File: src/rtl/uart_rx_if.sv
// uart_rx_if: serial input line and received-byte outputs of the UART receiver
interface uart_rx_if;
    logic       rx;
    logic [7:0] data;
    logic       ready;
    logic       err;
    logic       busy;
    modport master (output rx, input data, ready, err, busy);
    modport slave  (input rx, output data, ready, err, busy);
endinterface

File: src/rtl/uart_rx.sv
// uart_rx: 8-bit serial receiver sampled at bit centres; even parity when UART_RX_PARITY_EN is defined
module uart_rx #(
    parameter int CLK_DIV = 104
) (
    input logic      clk,
    input logic      reset,
    uart_rx_if.slave bus
);
    localparam int CW = $clog2(CLK_DIV);
    localparam logic [CW-1:0] HALF = CW'(CLK_DIV / 2 - 1);
    localparam logic [CW-1:0] FULL = CW'(CLK_DIV - 1);
`ifdef UART_RX_PARITY_EN
    typedef enum logic [2:0] {IDLE, START, DATA, PARITY, STOP, BREAK} state_t;
`else
    typedef enum logic [2:0] {IDLE, START, DATA, STOP, BREAK} state_t;
`endif
    state_t        state_q, state_d;
    logic [1:0]    sync_q;
    logic [CW-1:0] cnt_q, cnt_d;
    logic [2:0]    bitidx_q, bitidx_d;
    logic [7:0]    shift_q, shift_d;
    logic [7:0]    data_q, data_d;
    logic          ready_q, ready_d;
    logic          err_q, err_d;
    logic          rxs, tick;
`ifdef UART_RX_PARITY_EN
    logic          perr_q, perr_d;
`endif
    assign rxs       = sync_q[1];
    assign tick      = cnt_q == '0;
    assign bus.data  = data_q;
    assign bus.ready = ready_q;
    assign bus.err   = err_q;
    assign bus.busy  = state_q != IDLE;

    // Two-flop synchronizer; resets to the idle-high line level
    always_ff @(posedge clk or posedge reset) begin
        if (reset) sync_q <= 2'b11;
        else       sync_q <= {sync_q[0], bus.rx};
    end

    // FSM and datapath registers
    always_ff @(posedge clk or posedge reset) begin
        if (reset) begin
            state_q  <= IDLE;
            cnt_q    <= '0;
            bitidx_q <= '0;
            shift_q  <= '0;
            data_q   <= '0;
            ready_q  <= 1'b0;
            err_q    <= 1'b0;
`ifdef UART_RX_PARITY_EN
            perr_q   <= 1'b0;
`endif
        end else begin
            state_q  <= state_d;
            cnt_q    <= cnt_d;
            bitidx_q <= bitidx_d;
            shift_q  <= shift_d;
            data_q   <= data_d;
            ready_q  <= ready_d;
            err_q    <= err_d;
`ifdef UART_RX_PARITY_EN
            perr_q   <= perr_d;
`endif
        end
    end

    // Next state: bit-centre sampling whenever the bit counter expires
    always_comb begin
        state_d  = state_q;
        cnt_d    = state_q == IDLE ? cnt_q : (tick ? FULL : cnt_q - 1'b1);
        bitidx_d = bitidx_q;
        shift_d  = shift_q;
        data_d   = data_q;
        ready_d  = 1'b0;
        err_d    = 1'b0;
`ifdef UART_RX_PARITY_EN
        perr_d   = perr_q;
`endif
        case (state_q)
            IDLE: if (!rxs) begin
                state_d = START;
                cnt_d   = HALF;
            end
            START: if (tick) begin
                state_d  = rxs ? IDLE : DATA;
                bitidx_d = '0;
            end
            DATA: if (tick) begin
                shift_d  = {rxs, shift_q[7:1]};
                bitidx_d = bitidx_q + 1'b1;
`ifdef UART_RX_PARITY_EN
                if (bitidx_q == 3'd7) state_d = PARITY;
`else
                if (bitidx_q == 3'd7) state_d = STOP;
`endif
            end
`ifdef UART_RX_PARITY_EN
            PARITY: if (tick) begin
                perr_d  = ^{shift_q, rxs};
                state_d = STOP;
            end
`endif
            STOP: if (tick) begin
`ifdef UART_RX_PARITY_EN
                err_d   = !rxs || perr_q;
`else
                err_d   = !rxs;
`endif
                ready_d = !err_d;
                data_d  = err_d ? data_q : shift_q;
                state_d = rxs ? IDLE : BREAK;
            end
            BREAK: if (rxs) state_d = IDLE;
            default: state_d = IDLE;
        endcase
    end
endmodule

File: src/flat_wrapper.sv
// flat-port wrapper written by rule: the top's interface ports become plain ports
module uart_rx_flat 
#(
    parameter int CLK_DIV = 104
)
  (clk, reset, bus_rx, bus_data, bus_ready, bus_err, bus_busy);
  uart_rx_if bus_i ();
  input logic clk;
  input logic reset;
  input wire logic [$bits(bus_i.rx)-1:0] bus_rx;
  output wire logic [$bits(bus_i.data)-1:0] bus_data;
  output wire logic [$bits(bus_i.ready)-1:0] bus_ready;
  output wire logic [$bits(bus_i.err)-1:0] bus_err;
  output wire logic [$bits(bus_i.busy)-1:0] bus_busy;
  assign bus_i.rx = bus_rx;
  assign bus_data = bus_i.data;
  assign bus_ready = bus_i.ready;
  assign bus_err = bus_i.err;
  assign bus_busy = bus_i.busy;
  uart_rx #(.CLK_DIV(CLK_DIV)) u_core (.clk(clk), .reset(reset), .bus(bus_i));
endmodule
File: config.mk
export PLATFORM = sky130hd
export DESIGN_NAME = uart_rx_flat
export DESIGN_NICKNAME = d
export VERILOG_FILES = /design/src/rtl/uart_rx_if.sv /design/src/rtl/uart_rx.sv /design/src/flat_wrapper.sv
export SDC_FILE = /design/constraint.sdc
export NUM_CORES = 1
export LEC_CHECK = 0
export CAP_MARGIN = 20
export CORE_UTILIZATION = 40
export DETAILED_ROUTE_END_ITERATION = 6
export MAX_ROUTING_LAYER = met4
export PLACE_DENSITY = 0.59
export SYNTH_ARGS = -nofsm -noshare
export SYNTH_HDL_FRONTEND = slang
export SYNTH_SLANG_ARGS = --single-unit
File: constraint.sdc
create_clock -name clk -period 2.2 [get_ports clk]
set_input_delay 0.66 -clock clk [delete_from_list [all_inputs] [get_ports clk]]
set_output_delay 0.66 -clock clk [all_outputs]
set_load 0.005 [all_outputs]
==> flow_summary.ini <==
[status]
status = finished clean

[clock_tree]
cts_tree = built
ctsLongestPathBuffers = 2
clkLatencyLatePin_ns = 0.28
ctsHoldBuffers = 0
clock_sinks = 33
clkTransAtPathRegs_ns = 0.06
cts-root-buf = clkbuf_8
cts_buffers = 5
cts_max_level = 2

[sta]
slew_viol_final = 0
rsz0062_at_grt = false
fmax_ghz = 0.469
tns_ns = 0
period_minus_slack_ns = 2.13
tightest_slew_ns = 0.517
skew_ns = 0.00615
period_share_pct = 96.8
hold_viol_final = 0
setup_viol = 0
relSlewSlack_pct = 65.5

[layout]
multiInputGateArea_um2 = 674
ff_latch_area_um2 = 830
antennaDiodeCount = 0
drive_above_1_share_pct = 30.9
area_growth_pct = 22.3
nets = 155
final_cell_count_no_fill = 197
num-fill-cells = 336

[route]
drtPass1Iterations = 4
vias = 1070
wire_per_inst_um = 14.4
vias_per_cell = 5.43
drt_iter0_drc = 76
ant_nets = 0
route.detailed.drc = 0
wl_um = 2850

[synth]
async_reset_ff_share_pct = 100
synth_top_area_cell = dfrtp_1
ys.flop_type = dfrtp_1
yosys.area.top_type_share_pct = 50.5
synth_most_common_cell = dfrtp_1
yosysWarnings = 0
syn_area_per_cell_um2 = 12.6
synth-edff-count = 0
synthTopCellsByCount = dfrtp_1, mux2_2, a21oi_1, inv_1, nor2_1
ys_seq_area_share_pct = 54.0
synth_cell_types = 37
synth_cells = 122
syn_area_um2 = 1540
synth_nets = 129
ys_ff_latch = 33
synthTopCellsByArea = dfrtp_1, mux2_2, dfstp_2, ha_1, a21oi_1

[placed_design]
globalplace.congestion = 0.848
dp_cells = 188
hpwl_um = 2000
io_buffer_count = 13

[critical_path]
max_stage_delay_ns = 0.45
arrival_ns = 1.47
ff2ff_setup_slack_ns = 0.29
cp.required_ns = 1.54
worstSetupPathType = reg -> out
crit_fanout = 5
cp_slowest_cell = clkdlybuf4s50_1
end_kind = output pin
crit_chain = nor3_4, inv_1, clkdlybuf4s50_1
cp-start-kind = flop

[grt]
grt-ovfl-total = 0
antenna_found_initial = 0
grt_max_degree = 34
grt_pass1_vias = 1180
grt.total_usage_pct = 17.0
grt_pass1_wl_um = 5060

[floorplan]
die_w_um = 64.0
start_util_pct = 41.9
core_um2 = 3660
die_area_um2 = 4090
die_y_um = 64.0
fp-row-count = 22
ioPinCount = 14

[power_and_ir_drop]
vdd_ir_drop_max_uv = 448
power_leakage_nw = 0.901
pwr_density_cell_nw_per_um2 = 578

[hold_path]
hp-class = reg -> reg

[job]
maxCapViolCount = 0
-- power breakdown --
group / internal [W] / switching, W
clock network: 0.000255 / 0.000198
registers: 0.000610 / 0.000000983
logic: 0.00000603 / 0.0000144
-- cells in the final DEF (no fill, tap or decap), types with 2 or more instances in the layout --
master,synthesis,final
nand2_1,2,2
o2bb2ai_1,3,3
ha_1,4,4
a32o_1,2,2
clkbuf_8,0,6
nor3_1,4,4
clkbuf_1,2,2
buf_4,0,9
mux2_2,17,17
nor2_1,6,6
clkdlybuf4s50_1,0,13
dfstp_2,2,2
nand3_1,2,2
a21oi_1,8,8
nor3b_1,3,3
a41oi_1,3,3
dfrtp_1,31,30
nor2b_1,3,3
o21ai_0,2,2
a31oi_1,2,2
inv_1,7,7
-- layout make-up --
| cell class | count | share of cell area, % |
|---|---|---|
| Clock buffer | 8 | 4.80 |
| Inverter | 7 | 1.40 |
| Multi-Input combinational cell | 79 | 35.9 |
| Sequential cell | 33 | 44.2 |
| Tap cell | 48 | 3.20 |
| Timing Repair Buffer | 22 | 10.5 |
-- state kept, by name (all words and copies together), names as in the netlist --
name,count
u_core.bus.data,8
u_core.sync_q,2
u_core.cnt_q,7
u_core.shift_q,8
u_core.bus.ready,1
u_core.bus.err,1
u_core.bitidx_q,3
u_core.state_q,3
-- routing by layer --
layer / GRT usage [%] / share of wire (%)
met5: - / 0
met4: 8.81 / 2.4
met3: 4.82 / 3.6
met2: 28.6 / 51
met1: 18.2 / 43
-- worst max-delay path: cells and delay by family (launching register included) --
| kind | cells | cell delay, ns |
|---|---|---|
| simple gates | 1 | 0.20 |
| flops | 1 | 0.44 |
| buf+inv | 2 | 0.55 |
-- kinds of logic (layout without fill, tap and decap cells) --
kind of cell / count (synthesis) / in the layout / share of synthesized area [%]
fa+ha+maj: 4 / 4 / 3.26
mux: 17 / 17 / 12.5
compound gates: 25 / 25 / 11.5
simple gates: 33 / 33 / 16.3
buf+inv: 10 / 37 / 2.53
flops: 33 / 33 / 54.0
-- repair_timing --
action                                  CTS  global route
resized for setup                         0             2
endpoints found under the hold margin     0             0
endpoints found under the setup margin    0             1
buffers inserted                          0             1
-- through the flow --
step / area, um2 / power, W / hold slack, ns / utilization [%] / setup slack, ns
4_1_cts: 1860 / 0.00110 / 0.364 / 50.9 / 0.00365
6_report: 1880 / 0.00108 / 0.361 / 51.3 / 0.0693
2_1_floorplan: 1540 / 0.000633 / 0.345 / - / 0.473
3_3_place_gp: 1770 / 0.000644 / 0.348 / 48.4 / 0.344
3_5_place_dp: 1770 / 0.000644 / 0.352 / 48.4 / 0.308
5_1_grt: 1880 / 0.00113 / 0.371 / 51.3 / 0.00236
-- worst paths after layout --
path	startpoint	to	depth (start not counted)
setup reg to reg	u_core.cnt_q[0]$_DFF_PP0_	u_core.cnt_q[4]$_DFF_PP0_	5
max in group asynchronous	reset	u_core.sync_q[0]$_DFF_PP1_	3
hold reg to reg	u_core.sync_q[0]$_DFF_PP1_	u_core.sync_q[1]$_DFF_PP1_	0
setup / recovery	u_core.state_q[2]$_DFFE_PP0P_	bus_busy	3
hold / removal	u_core.sync_q[0]$_DFF_PP1_	u_core.sync_q[1]$_DFF_PP1_	0
min in group asynchronous	reset	u_core.bus.data[1]$_DFFE_PP0P_	3
No activity file was read; power rests on OpenSTA's default activity.
